--- config.mk ---
export PLATFORM = sky130hd
export DESIGN_NAME = mem_port_arbiter_flat
export DESIGN_NICKNAME = d
export VERILOG_FILES = /design/src/rtl/mem_port_arbiter_pkg.sv /design/src/rtl/mem_port_arbiter_if.sv /design/src/rtl/mem_port_arbiter_flopenrc.sv /design/src/rtl/mem_port_arbiter.sv /design/src/flat_wrapper.sv
export SDC_FILE = /design/constraint.sdc
export NUM_CORES = 1
export LEC_CHECK = 0
export ABC_AREA = 1
export CORE_ASPECT_RATIO = 1.1
export CORE_MARGIN = 2
export CORE_UTILIZATION = 46
export CTS_CLUSTER_SIZE = 14
export DETAILED_ROUTE_END_ITERATION = 6
export MAX_ROUTING_LAYER = met4
export PLACE_DENSITY = 0.87
export SYNTH_ARGS = -nofsm -noshare
export SYNTH_HDL_FRONTEND = slang
export SYNTH_SLANG_ARGS = --single-unit
--- constraint.sdc ---
create_clock -name clk -period 3.3 [get_ports clk]
set_input_delay 0.66 -clock clk [delete_from_list [all_inputs] [get_ports clk]]
set_output_delay 0.66 -clock clk [all_outputs]
set_load 0.01 [all_outputs]
--- src/rtl/mem_port_arbiter_pkg.sv ---
// Shared definitions for the fetch/data memory port arbiter.
// Arbiter states and the default anti-starvation streak limit.
package mem_port_arbiter_pkg;

  typedef enum logic [1:0] {
    ARB_IDLE  = 2'd0,
    ARB_IBUSY = 2'd1,
    ARB_DBUSY = 2'd2
  } arb_state_e;

  localparam int unsigned MAX_DSTREAK_DEF = 4;
  // Wide enough for the largest legal MAX_DSTREAK (15).
  localparam int unsigned STREAK_W        = 4;

endpackage

--- src/rtl/mem_port_arbiter_if.sv ---
// Handshake bundle between the pipeline ports, the arbiter and the shared memory bus.
// The master modport is the arbiter's view; slave is the requesters' and memory's view.
interface mem_port_arbiter_if #(
  parameter int unsigned ADDR_W = 32,
  parameter int unsigned DATA_W = 32
);

  logic              i_req;
  logic [ADDR_W-1:0] i_addr;
  logic [DATA_W-1:0] i_rdata;
  logic              i_done;
  logic              i_stall;

  logic              d_req;
  logic              d_we;
  logic [ADDR_W-1:0] d_addr;
  logic [DATA_W-1:0] d_wdata;
  logic [DATA_W-1:0] d_rdata;
  logic              d_done;
  logic              d_stall;

  logic              m_req;
  logic              m_we;
  logic [ADDR_W-1:0] m_addr;
  logic [DATA_W-1:0] m_wdata;
  logic [DATA_W-1:0] m_rdata;
  logic              m_ack;

  modport master (
    input  i_req, i_addr,
    output i_rdata, i_done, i_stall,
    input  d_req, d_we, d_addr, d_wdata,
    output d_rdata, d_done, d_stall,
    output m_req, m_we, m_addr, m_wdata,
    input  m_rdata, m_ack
  );

  modport slave (
    output i_req, i_addr,
    input  i_rdata, i_done, i_stall,
    output d_req, d_we, d_addr, d_wdata,
    input  d_rdata, d_done, d_stall,
    input  m_req, m_we, m_addr, m_wdata,
    output m_rdata, m_ack
  );

endinterface

--- src/rtl/mem_port_arbiter_flopenrc.sv ---
// Resettable register with load enable and synchronous clear.
module mem_port_arbiter_flopenrc #(
  parameter int unsigned WIDTH = 32
) (
  input  logic             clk,
  input  logic             rst,
  input  logic             i_en,
  input  logic             i_clr,
  input  logic [WIDTH-1:0] i_d,
  output logic [WIDTH-1:0] o_q
);

  always_ff @(posedge clk or negedge rst) begin
    if (!rst) begin
      o_q <= '0;
    end else if (i_clr) begin
      o_q <= '0;
    end else if (i_en) begin
      o_q <= i_d;
    end
  end

endmodule

--- src/rtl/mem_port_arbiter.sv ---
// Shares one single-ported memory bus between the fetch (I) and memory-stage (D) ports.
// D has priority; a streak counter forces an I grant after MAX_DSTREAK back-to-back D grants.
module mem_port_arbiter
  import mem_port_arbiter_pkg::*;
#(
  parameter int unsigned ADDR_W      = 32,
  parameter int unsigned DATA_W      = 32,
  parameter int unsigned MAX_DSTREAK = MAX_DSTREAK_DEF
) (
  input  logic                 clk,
  input  logic                 rst,
  mem_port_arbiter_if.master   bus
);

  localparam logic [STREAK_W-1:0] StreakMax = STREAK_W'(MAX_DSTREAK);

  arb_state_e          r_state, w_state_nxt;
  logic [STREAK_W-1:0] r_streak, w_streak_nxt;
  logic                r_m_req, w_m_req_nxt;
  logic                r_i_done, w_i_done_nxt;
  logic                r_d_done, w_d_done_nxt;

  logic                w_i_elig, w_d_elig;
  logic                w_grant_i, w_grant_d, w_grant;
  logic                w_ack;
  logic                w_cap_i, w_cap_d;

  logic [ADDR_W-1:0]   w_m_addr, w_addr_sel;
  logic [DATA_W-1:0]   w_m_wdata, w_i_rdata, w_d_rdata;
  logic                w_m_we;

  // Done masks keep a requester from being re-granted in the cycle it sees its own done.
  assign w_i_elig = bus.i_req & ~r_i_done;
  assign w_d_elig = bus.d_req & ~r_d_done;
  assign w_ack    = bus.m_ack & r_m_req;
  assign w_grant  = w_grant_i | w_grant_d;

  always_comb begin
    w_state_nxt  = r_state;
    w_streak_nxt = r_streak;
    w_m_req_nxt  = r_m_req;
    w_i_done_nxt = 1'b0;
    w_d_done_nxt = 1'b0;
    w_grant_i    = 1'b0;
    w_grant_d    = 1'b0;
    w_cap_i      = 1'b0;
    w_cap_d      = 1'b0;

    case (r_state)
      ARB_IDLE: begin
        if (w_d_elig && !(w_i_elig && (r_streak == StreakMax))) begin
          w_grant_d   = 1'b1;
          w_state_nxt = ARB_DBUSY;
          w_m_req_nxt = 1'b1;
          if (bus.i_req) begin
            if (r_streak != StreakMax) begin
              w_streak_nxt = r_streak + 1'b1;
            end
          end else begin
            w_streak_nxt = '0;
          end
        end else if (w_i_elig) begin
          w_grant_i    = 1'b1;
          w_state_nxt  = ARB_IBUSY;
          w_m_req_nxt  = 1'b1;
          w_streak_nxt = '0;
        end
      end

      ARB_IBUSY: begin
        if (w_ack) begin
          w_state_nxt  = ARB_IDLE;
          w_m_req_nxt  = 1'b0;
          w_i_done_nxt = 1'b1;
          w_cap_i      = 1'b1;
        end
      end

      ARB_DBUSY: begin
        if (w_ack) begin
          w_state_nxt  = ARB_IDLE;
          w_m_req_nxt  = 1'b0;
          w_d_done_nxt = 1'b1;
          w_cap_d      = ~w_m_we;
        end
      end

      default: begin
        w_state_nxt = ARB_IDLE;
        w_m_req_nxt = 1'b0;
      end
    endcase
  end

  always_ff @(posedge clk or negedge rst) begin
    if (!rst) begin
      r_state  <= ARB_IDLE;
      r_streak <= '0;
      r_m_req  <= 1'b0;
      r_i_done <= 1'b0;
      r_d_done <= 1'b0;
    end else begin
      r_state  <= w_state_nxt;
      r_streak <= w_streak_nxt;
      r_m_req  <= w_m_req_nxt;
      r_i_done <= w_i_done_nxt;
      r_d_done <= w_d_done_nxt;
    end
  end

  assign w_addr_sel = w_grant_d ? bus.d_addr : bus.i_addr;

  mem_port_arbiter_flopenrc #(.WIDTH(ADDR_W)) u_m_addr (
    .clk   (clk),
    .rst   (rst),
    .i_en  (w_grant),
    .i_clr (1'b0),
    .i_d   (w_addr_sel),
    .o_q   (w_m_addr)
  );

  // Fetch grants always read.
  mem_port_arbiter_flopenrc #(.WIDTH(1)) u_m_we (
    .clk   (clk),
    .rst   (rst),
    .i_en  (w_grant),
    .i_clr (1'b0),
    .i_d   (w_grant_d & bus.d_we),
    .o_q   (w_m_we)
  );

  mem_port_arbiter_flopenrc #(.WIDTH(DATA_W)) u_m_wdata (
    .clk   (clk),
    .rst   (rst),
    .i_en  (w_grant_d),
    .i_clr (1'b0),
    .i_d   (bus.d_wdata),
    .o_q   (w_m_wdata)
  );

  mem_port_arbiter_flopenrc #(.WIDTH(DATA_W)) u_i_rdata (
    .clk   (clk),
    .rst   (rst),
    .i_en  (w_cap_i),
    .i_clr (1'b0),
    .i_d   (bus.m_rdata),
    .o_q   (w_i_rdata)
  );

  mem_port_arbiter_flopenrc #(.WIDTH(DATA_W)) u_d_rdata (
    .clk   (clk),
    .rst   (rst),
    .i_en  (w_cap_d),
    .i_clr (1'b0),
    .i_d   (bus.m_rdata),
    .o_q   (w_d_rdata)
  );

  assign bus.m_req   = r_m_req;
  assign bus.m_we    = w_m_we;
  assign bus.m_addr  = w_m_addr;
  assign bus.m_wdata = w_m_wdata;
  assign bus.i_rdata = w_i_rdata;
  assign bus.d_rdata = w_d_rdata;
  assign bus.i_done  = r_i_done;
  assign bus.d_done  = r_d_done;
  assign bus.i_stall = bus.i_req & ~r_i_done;
  assign bus.d_stall = bus.d_req & ~r_d_done;

endmodule

--- src/flat_wrapper.sv ---
// flat-port wrapper written by rule: the top's interface ports become plain ports
module mem_port_arbiter_flat import mem_port_arbiter_pkg::*;
#(
  parameter int unsigned ADDR_W      = 32,
  parameter int unsigned DATA_W      = 32,
  parameter int unsigned MAX_DSTREAK = MAX_DSTREAK_DEF
)
  (clk, rst, bus_i_req, bus_i_addr, bus_i_rdata, bus_i_done, bus_i_stall, bus_d_req, bus_d_we, bus_d_addr, bus_d_wdata, bus_d_rdata, bus_d_done, bus_d_stall, bus_m_req, bus_m_we, bus_m_addr, bus_m_wdata, bus_m_rdata, bus_m_ack);
  mem_port_arbiter_if #(.ADDR_W(ADDR_W), .DATA_W(DATA_W)) bus_i ();
  input  logic clk;
  input  logic rst;
  input wire logic [$bits(bus_i.i_req)-1:0] bus_i_req;
  input wire logic [$bits(bus_i.i_addr)-1:0] bus_i_addr;
  output wire logic [$bits(bus_i.i_rdata)-1:0] bus_i_rdata;
  output wire logic [$bits(bus_i.i_done)-1:0] bus_i_done;
  output wire logic [$bits(bus_i.i_stall)-1:0] bus_i_stall;
  input wire logic [$bits(bus_i.d_req)-1:0] bus_d_req;
  input wire logic [$bits(bus_i.d_we)-1:0] bus_d_we;
  input wire logic [$bits(bus_i.d_addr)-1:0] bus_d_addr;
  input wire logic [$bits(bus_i.d_wdata)-1:0] bus_d_wdata;
  output wire logic [$bits(bus_i.d_rdata)-1:0] bus_d_rdata;
  output wire logic [$bits(bus_i.d_done)-1:0] bus_d_done;
  output wire logic [$bits(bus_i.d_stall)-1:0] bus_d_stall;
  output wire logic [$bits(bus_i.m_req)-1:0] bus_m_req;
  output wire logic [$bits(bus_i.m_we)-1:0] bus_m_we;
  output wire logic [$bits(bus_i.m_addr)-1:0] bus_m_addr;
  output wire logic [$bits(bus_i.m_wdata)-1:0] bus_m_wdata;
  input wire logic [$bits(bus_i.m_rdata)-1:0] bus_m_rdata;
  input wire logic [$bits(bus_i.m_ack)-1:0] bus_m_ack;
  assign bus_i.i_req = bus_i_req;
  assign bus_i.i_addr = bus_i_addr;
  assign bus_i_rdata = bus_i.i_rdata;
  assign bus_i_done = bus_i.i_done;
  assign bus_i_stall = bus_i.i_stall;
  assign bus_i.d_req = bus_d_req;
  assign bus_i.d_we = bus_d_we;
  assign bus_i.d_addr = bus_d_addr;
  assign bus_i.d_wdata = bus_d_wdata;
  assign bus_d_rdata = bus_i.d_rdata;
  assign bus_d_done = bus_i.d_done;
  assign bus_d_stall = bus_i.d_stall;
  assign bus_m_req = bus_i.m_req;
  assign bus_m_we = bus_i.m_we;
  assign bus_m_addr = bus_i.m_addr;
  assign bus_m_wdata = bus_i.m_wdata;
  assign bus_i.m_rdata = bus_m_rdata;
  assign bus_i.m_ack = bus_m_ack;
  mem_port_arbiter #(.ADDR_W(ADDR_W), .DATA_W(DATA_W), .MAX_DSTREAK(MAX_DSTREAK)) u_core (.clk(clk), .rst(rst), .bus(bus_i));
endmodule
# After elaboration in Yosys (flattened, before gate mapping)
# Index checks and enable logic that the tools add are counted.
[totals]
wordCells = 57
ff_bits = 138
input_bits = 134
out_inout_bits = 134
[op_classes]
eq_ne = 7
bitwise = 8
n_reduce_logical = 8
muxes = 23
addsub = 1
[ops]
columns = ["operator", "n"]
rows = [
  ["32-bit two-way mux", 1],
  ["4-bit two-way mux", 4],
  ["1-bit two-way mux", 13],
  ["2-bit two-way mux", 3],
  ["4-bit by 1-bit adder with 4-bit output (second input constant)", 1],
  ["1-bit AND", 4],
  ["4-bit by 3-bit == test with 1-bit output (second input constant)", 1],
  ["4-bit by 3-bit != test with 1-bit output (second input constant)", 1],
  ["2-bit one-hot mux with 2 select lines", 1],
  ["3-bit by 1-bit != test with 1-bit output (second input constant)", 1],
  ["3-bit != test (second input constant)", 1],
  ["1-bit NOT", 3],
  ["3-bit AND reduction", 1],
  ["2-bit by 1-bit == test with 1-bit output (second input constant)", 1],
  ["2-bit == test (second input constant)", 1],
  ["1-bit logical AND", 2],
  ["2-bit logical NOT", 1],
  ["2-bit by 1-bit != test with 1-bit output (second input constant)", 1],
  ["1-bit one-hot mux with 2 select lines", 1],
  ["2-bit AND reduction", 1],
  ["2-bit nonzero test", 1],
  ["2-bit OR reduction", 1],
  ["1-bit logical NOT", 1],
  ["1-bit OR", 1],
]

# Longest topological paths before layout
# Gate-level depths: netlist (run 1).
[depth]
ltp_word = 8
depth_mapped = 11

# Cells and area by module
# From an unflattened synthesis (run 1), not the netlist that was laid out.
[unflattened]
hier_cells = 751
area_unflattened_um2 = 6503.7
[by_module_without_submodules]
columns = ["module", "cells_each", "area_per_inst_um2", "instances", "seq_area_each_um2"]
rows = [
  ["mem_port_arbiter_flopenrc (u_core.u_d_rdata ...)", 140, 1351.3, 4, 800.8],
  ["mem_port_arbiter", 185, 1053.5, 1, 225.2],
  ["mem_port_arbiter_flopenrc (u_core.u_m_we)", 6, 45.0, 1, 25.0],
]

# Worst setup path before layout (run 1)
# Ideal clock, no wire load.
[synth_path]
path_type = "input port to output port"
from = "in bus_d_req"
to = "out bus_d_stall"
arrival_ps = 1095
path_slack_ps = 1545
required_ps = 2640
stages = 3
n_path_buf = 1
path_cell_list = "inv_1 > nor2_4 > buf_2"
[synth_between]
elab_chain_len = 1
[synth_rtl]
columns = ["element", "line", "source"]
rows = [
  ["start, declared", "flat_wrapper.sv:17", "input wire logic [$bits(bus_i.d_req)-1:0] bus_d_req;"],
  ["1-bit AND", "mem_port_arbiter.sv:168", "assign bus.d_stall = bus.d_req & ~r_d_done;"],
  ["end, declared", "flat_wrapper.sv:23", "output wire logic [$bits(bus_i.d_stall)-1:0] bus_d_stall;"],
]
# No other way between the ends.

# Worst setup path in the final report (run 1)
[layout_path]
from = "in bus_i_req"
to = "out bus_i_stall"
[layout_between]
elab_chain_len = 1
[layout_rtl]
columns = ["element", "line", "source"]
rows = [
  ["start, declared", "flat_wrapper.sv:12", "input wire logic [$bits(bus_i.i_req)-1:0] bus_i_req;"],
  ["1-bit AND", "mem_port_arbiter.sv:167", "assign bus.i_stall = bus.i_req & ~r_i_done;"],
  ["end, declared", "flat_wrapper.sv:16", "output wire logic [$bits(bus_i.i_stall)-1:0] bus_i_stall;"],
]
# No other way between the ends.

==> metrics.csv, run 1 <==
stage;metric;value;unit
worst_setup_path;RR Endpoint;u_core.u_m_wdata.o_q[0]$_DFFE_PN0N_;
floorplan;Core Region;0.0132;mm2
floorplan;Initial Util;47.0;%
placement;PortBufs;267;
worst_setup_path;CP Launch Type;input port;
yosys;sequential-to-total area share from yosys stat;55.9;%
grt;vias in the first global route;5836;
clock_network;postcts setup bufs;0;
timing;total negative slack;0;ps
final_layout;most frequent cells in the layout;nand2_1, clkdlybuf4s50_1, inv_1, dfrtp_1, o21ai_0;
power_and_ir_drop;peak supply drop;0.000538;V
clock_network;CTS Hold Buffers Added;0;
yosys;Mapped Cells;790;
final_layout;commonest non-fill, non-tap cell in the layout;nand2_1;
grt;first-pass GRT wire length;28900;um
worst_setup_path;CP max stage delay;580;ps
worst_setup_path;CP cell instances;clkdlybuf4s50_1 > inv_2 > nor2_4 > clkdlybuf4s50_1;
route;Routed WL;18700;um
timing;Slew Viols, Final;0;
worst_setup_path;Worst EP required;2640;ps
hold_path;Hold Path Class;in -> async;
clock_network;Max clock buf depth;2;
timing;Max Clock Skew;9.57;ps
worst_setup_path;WS Path Type;in -> out;
floorplan;Chip Width;115;um
grt;largest net degree at the start of global routing;68;
timing;Fmax;374;MHz
route;antenna viol nets, final;0;
final_layout;Area Overhead vs Synth;54.7;%
run_status;status;complete, no violations;
yosys;average size of a mapped cell;7.82;um2
final_layout;count of non-filler cells in the finished layout;1225;
yosys;Synth Register Bits;138;
clock_network;TritonCTS Buffers;17;
power_and_ir_drop;leakage power;0.00510;uW
route;Via Count;5943;
clock_network;H-tree depth;4;
timing;relative slew slack;28.4;%
worst_setup_path;Critical R2R Launch;u_core.r_streak[0]$_DFFE_PN0P_;
final_layout;fraction of layout cells with a size suffix above 1;4.89;%
worst_setup_path;worst reg-to-reg path cell count;9;
grt;remaining global-route overflow;0;
placement;gp weighted congestion;0.849;
timing;RSZ-0062 raised after global routing;no;
yosys;Syn Std Cell Area;0.00618;mm2
yosys;count of cell types in the netlist;21;
worst_setup_path;r2r setup slk;1140;ps
final_layout;Fillers;965;
worst_setup_path;CP most frequent cell;clkdlybuf4s50_1;
yosys;Warnings, synthesis;0;
clock_network;CTS sink count;138;
grt;Total Routing Usage GR;27.1;%
placement;DP HPWL;13100;um
route;DRT iter0 DRCs;435;
route;detailed-route vias per instance;4.85;
timing;final worst-path cycle share;81.0;%
placement;dpl cells;1193;
timing;fin crit period;2670;ps
clock_network;worst-skew pair later-pin latency;420;ps
clock_network;CTS tree;done;
final_layout;Antenna diodes;0;
clock_network;Reg clk slew, reported paths;60;ps
timing;setup violators final;0;
timing;Hold Worst Slack;239;ps
clock_network;root buffer cell;clkbuf_16;
floorplan;die area;0.0144;mm2
run;Max Cap Viol;0;
route;First-pass DRT Iterations;5;
timing;Hold Vio Cnt, Final;0;
worst_setup_path;Slowest cell on crit path;clkdlybuf4s50_1;
floorplan;chip height;126;um
worst_setup_path;crit path DAT;2010;ps
worst_setup_path;CP Max Fanout;6;
grt;initial antenna violation count;0;
route;WL/cell;15.3;um
worst_setup_path;Setup crit end kind;output port;
timing;worst slew pin tran;1070;ps
route;number of remaining DRC errors;0;
clock_network;CTS resizes;0;
floorplan;FP Rows;44;
final_layout;nets@finish;1190;
yosys;Syn Nets;929;
floorplan;Ports;268;
power_and_ir_drop;Pwr per Cell Area;901;mW/mm2
final cells by class:
type,count,area [um2],area share (%)
flip-flops and latches,138,3450,36.1
well taps,161,201,2.11
inverters,145,544,5.69
repair buffers,277,2760,28.9
clock buffers,20,447,4.67
clock inverters,12,148,1.54
multi-input cells,472,2000,21.0
cell usage after synthesis:
cell	number	area share, %
clkbuf_1	15	0.91
nand2_4	1	0.18
nor2_1	4	0.24
buf_1	1	0.061
nand4_1	3	0.30
ha_1	5	1.0
nand2_2	1	0.10
nand3_2	1	0.16
a21oi_1	1	0.081
o21ai_0	69	5.6
buf_2	13	1.1
dfrtp_1	138	56
o21ai_1	2	0.16
nand2_1	346	21
buf_6	3	0.55
nor3b_1	1	0.12
inv_1	142	8.6
nand3_1	35	2.8
inv_2	3	0.18
buf_4	3	0.36
nor2_4	3	0.55
registers in the layout, indices dropped and copies added, names as in the netlist, 2 cells and up:
signal,flops
u_core.u_m_addr.o_q,32
u_core.u_i_rdata.o_q,32
u_core.r_state,2
u_core.r_streak,4
u_core.u_d_rdata.o_q,32
u_core.u_m_wdata.o_q,32
critical path, delay by kind of cell:
kind                   cells  cell delay [ps]
buffers and inverters      3             1210
and+or+nand+nor            1              140
per-stage QoR:
step / area, um2 / utilization (%) / setup WS (ps) / power, uW
after CTS: 9560 / 72.7 / 622 / 8680
after detailed placement: 8960 / 68.1 / 643 / 6690
after global placement: 8960 / 68.1 / 646 / 6560
final: 9560 / 72.7 / 626 / 8620
after floorplan: 6180 / - / 1550 / 4520
after global routing: 9560 / 72.7 / 549 / 9150
how the worst max path moves through the flow:
stage | start | end | slack [ps] | cells past startpoint
2_1_floorplan | bus_d_req | bus_d_stall | 1550 | 3
3_3_place_gp | bus_i_req | bus_i_stall | 650 | 4
3_5_place_dp | bus_i_req | bus_i_stall | 640 | 4
4_1_cts | bus_i_req | bus_i_stall | 620 | 4
5_1_grt | bus_i_req | bus_i_stall | 550 | 4
6_report | bus_i_req | bus_i_stall | 630 | 4
cells by family (layout without fill, tap and decap cells):
kind of cell	after synthesis	after routing	share of synthesized area, %
flip-flops	138	138	55.9
adder cells (fa/ha/maj)	5	5	1.01
AO/OA/AOI/OAI	72	72	5.83
buffers and inverters	180	454	11.7
AND/OR/NAND/NOR	395	395	25.5
routing by layer:
| layer | track usage, % | wire length, um | vias to the layer above | share of wire (%) |
|---|---|---|---|---|
| met5 | - | 0 | - | 0 |
| met4 | 11.3 | 497 | 0 | 2.7 |
| met3 | 9.94 | 2060 | 37 | 11 |
| met2 | 43.2 | 8940 | 296 | 48 |
| met1 | 30.5 | 7210 | 2753 | 39 |
| li1 | - | - | 2857 | - |
power breakdown:
group	switching [uW]	total, uW	internal, uW	leakage [uW]
Combinational	1810	3720	1910	0.00308
Clock	728	1930	1200	0.000290
Sequential	480	2960	2480	0.00173
Total	3020	8620	5600	0.00510
(Power assumes the default switching activity.)
==> run 2, diff against run 1 <==
--- a/config.mk
+++ b/config.mk
@@ -8,11 +8,11 @@
 export ABC_AREA = 1
 export CORE_ASPECT_RATIO = 1.1
 export CORE_MARGIN = 2
-export CORE_UTILIZATION = 46
+export CORE_UTILIZATION = 38
 export CTS_CLUSTER_SIZE = 14
 export DETAILED_ROUTE_END_ITERATION = 6
 export MAX_ROUTING_LAYER = met4
-export PLACE_DENSITY = 0.87
+export PLACE_DENSITY = 0.77
 export SYNTH_ARGS = -nofsm -noshare
 export SYNTH_HDL_FRONTEND = slang
 export SYNTH_SLANG_ARGS = --single-unit
==> constraint.sdc (replaced) <==
create_clock -name clk -period 2.3 [get_ports clk]
set_input_delay 0.46 -clock clk [delete_from_list [all_inputs] [get_ports clk]]
set_output_delay 0.46 -clock clk [all_outputs]
set_load 0.01 [all_outputs]
==> run 2 against run 1 <==
First-iteration DRC count decreased by 7.8%. Design area increased by 1.5%. Wire length fell by 5.9%. Core utilization is 11 points lower. Combinational power grew 44%. Highest routed layer unchanged. Total power grew 42%. Clock skew fell by 2.6 ps.
==> metrics.csv, run 2 (synthesis results as in run 1) <==
stage;metric;value;unit
run_status;status;complete, no violations;
placement;DP HPWL;12600;um
floorplan;Core Region;0.0158;mm2
final_layout;nets@finish;1195;
route;number of remaining DRC errors;0;
worst_setup_path;WS Path Type;in -> out;
route;antenna viol nets, final;0;
route;WL/cell;13.9;um
power_and_ir_drop;overall power;12300;uW
hold_path;Hold Path Sink;u_core.u_m_wdata.o_q[31]$_DFFE_PN0N_;
final_layout;Antenna diodes;0;
floorplan;Initial Util;39.1;%
grt;vias in the first global route;5680;
power_and_ir_drop;Pwr per Cell Area;1260;mW/mm2
hold_path;hold_sp;u_core.u_m_wdata.o_q[31]$_DFFE_PN0N_;
timing;worst slew pin tran;410;ps
clock_network;CTS resizes;0;
clock_network;root buffer cell;clkbuf_16;
clock_network;CTS tree;done;
run;Max Cap Viol;0;
timing;Hold Vio Cnt, Final;0;
worst_setup_path;Setup crit end kind;output port;
timing;worst setup margin;163;ps
timing;setup violators final;0;
placement;pre-CTS setup slack;158;ps
timing;Slew Viols, Final;0;
worst_setup_path;Slowest cell on crit path;clkdlybuf4s50_1;
grt;remaining global-route overflow;0;
final_layout;fraction of layout cells with a size suffix above 1;5.15;%
route;DRT iter0 DRCs;401;
grt;largest net degree at the start of global routing;66;
clock_network;Max clock buf depth;2;
clock_network;worst-skew pair later-pin latency;410;ps
clock_network;TritonCTS Buffers;17;
grt;initial antenna violation count;0;
worst_setup_path;Critical R2R Launch;u_core.r_streak[0]$_DFFE_PN0P_;
power_and_ir_drop;leakage power;0.00514;uW
grt;first-pass GRT wire length;28200;um
floorplan;die area;0.0173;mm2
floorplan;FP Rows;48;
floorplan;Ports;268;
route;Routed WL;17600;um
grt;Total Routing Usage GR;21.2;%
timing;RSZ-0062 raised after global routing;no;
clock_network;H-tree depth;4;
route;detailed-route vias per instance;4.46;
timing;relative slew slack;72.4;%
worst_setup_path;crit path DAT;1680;ps
worst_setup_path;CP Max Fanout;3;
route;Via Count;5650;
timing;Fmax;468;MHz
timing;total negative slack;0;ps
placement;PortBufs;267;
worst_setup_path;CP most frequent cell;clkdlybuf4s50_1;
timing;final worst-path cycle share;92.9;%
placement;gp weighted congestion;0.802;
worst_setup_path;Worst EP required;1840;ps
route;First-pass DRT Iterations;4;
worst_setup_path;CP max stage delay;550;ps
final_layout;most frequent cells in the layout;nand2_1, clkdlybuf4s50_1, inv_1, dfrtp_1, o21ai_0;
worst_setup_path;worst reg-to-reg path cell count;11;
worst_setup_path;r2r setup slk;560;ps
power_and_ir_drop;peak supply drop;0.000841;V
timing;Max Clock Skew;6.95;ps
floorplan;chip height;138;um
worst_setup_path;CP Launch Type;input port;
hold_path;worst hold path depth;2;
timing;fin crit period;2140;ps
worst_setup_path;CP cell instances;clkdlybuf4s50_1 > inv_2 > nor2_4 > clkdlybuf4s50_1;
clock_network;Reg clk slew, reported paths;60;ps
floorplan;Chip Width;126;um
hold_path;Hold Path Class;reg -> reg;
worst_setup_path;CP top delay family;buffers and inverters;
final_layout;Area Overhead vs Synth;57.1;%
worst_setup_path;Buf+Inv Stages, Crit Path;3;
final_layout;commonest non-fill, non-tap cell in the layout;nand2_1;
worst_setup_path;RR Endpoint;u_core.u_m_addr.o_q[3]$_DFFE_PN0P_;
clock_network;CTS sink count;138;
==> run 2: changes by cell type in the layout (fill, tap and decap cells not counted), sizes merged <==
cell,delta
clkinv,-1
buf,+4
bufinv,-1
dlygate4sd3,+1
==> run 2: report_power, final <==
part / switching (uW) / internal [uW] / leakage, uW
Combinational: 2540 / 2830 / 0.00313
Sequential: 649 / 3560 / 0.00173
Clock: 1030 / 1650 / 0.000278
Total: 4220 / 8030 / 0.00514
==> run 2: worst register-to-register path, delay by kind of cell, from the launching register on <==
family	cells	cell delay (ps)
adders and majority gates	1	200
buffers and inverters	3	430
DFF	1	420
and+or+nand+nor	7	600
==> run 2: worst max-delay path by stage <==
stage / from / endpoint / depth (start not counted)
finish: bus_i_req / bus_i_stall / 4
detailed placement: bus_i_req / bus_i_stall / 4
global placement: bus_i_req / bus_i_stall / 4
global route: bus_i_req / bus_i_stall / 4
CTS: bus_i_req / bus_i_stall / 4
floorplan: u_core.r_streak[0]$_DFFE_PN0P_ / u_core.u_m_addr.o_q[24]$_DFFE_PN0P_ / 11
==> run 2: cell type report <==
class                           instances  area, um2
Timing Repair Buffer                  282       2880
Inverter                              145        544
Clock buffer                           20        457
Fill cell                            1321       6090
Tap cell                              200        250
Multi-Input combinational cell        472       2000
Clock inverter                         10        120
Sequential cell                       138       3450
==> run 2: per-layer routing <==
layer	global-route usage [%]	share of wire, %
met1	26.1	42
met3	7.92	9.6
met4	5.43	1.2
met2	33.2	47
met5	-	0
==> run 2: per-stage QoR <==
stage / cells / area (um2) / utilization (%) / hold WS (ps)
5_1_grt: 1267 / 9710 / 61.4 / 494
3_3_place_gp: 1236 / 9120 / 57.7 / 406
4_1_cts: 1267 / 9710 / 61.4 / 480
2_1_floorplan: 790 / 6180 / - / 164
6_report: 1267 / 9710 / 61.4 / 476
3_5_place_dp: 1236 / 9120 / 57.7 / 406
==> run 2: repair_timing <==
action	CTS	global route
endpoints found under the setup margin	0	0
hold buffers	1	0
endpoints found under the hold margin	38	0
setup buffers	0	0
==> run 3, diff against run 2 <==
--- a/config.mk
+++ b/config.mk
@@ -11,6 +11,7 @@
 export CORE_UTILIZATION = 38
 export CTS_CLUSTER_SIZE = 14
 export DETAILED_ROUTE_END_ITERATION = 6
+export HOLD_SLACK_MARGIN = 0.15
 export MAX_ROUTING_LAYER = met4
 export PLACE_DENSITY = 0.77
 export SYNTH_ARGS = -nofsm -noshare
==> results of run 3 <==
The final DEF is identical to that of run 2; final timing and power are the same.
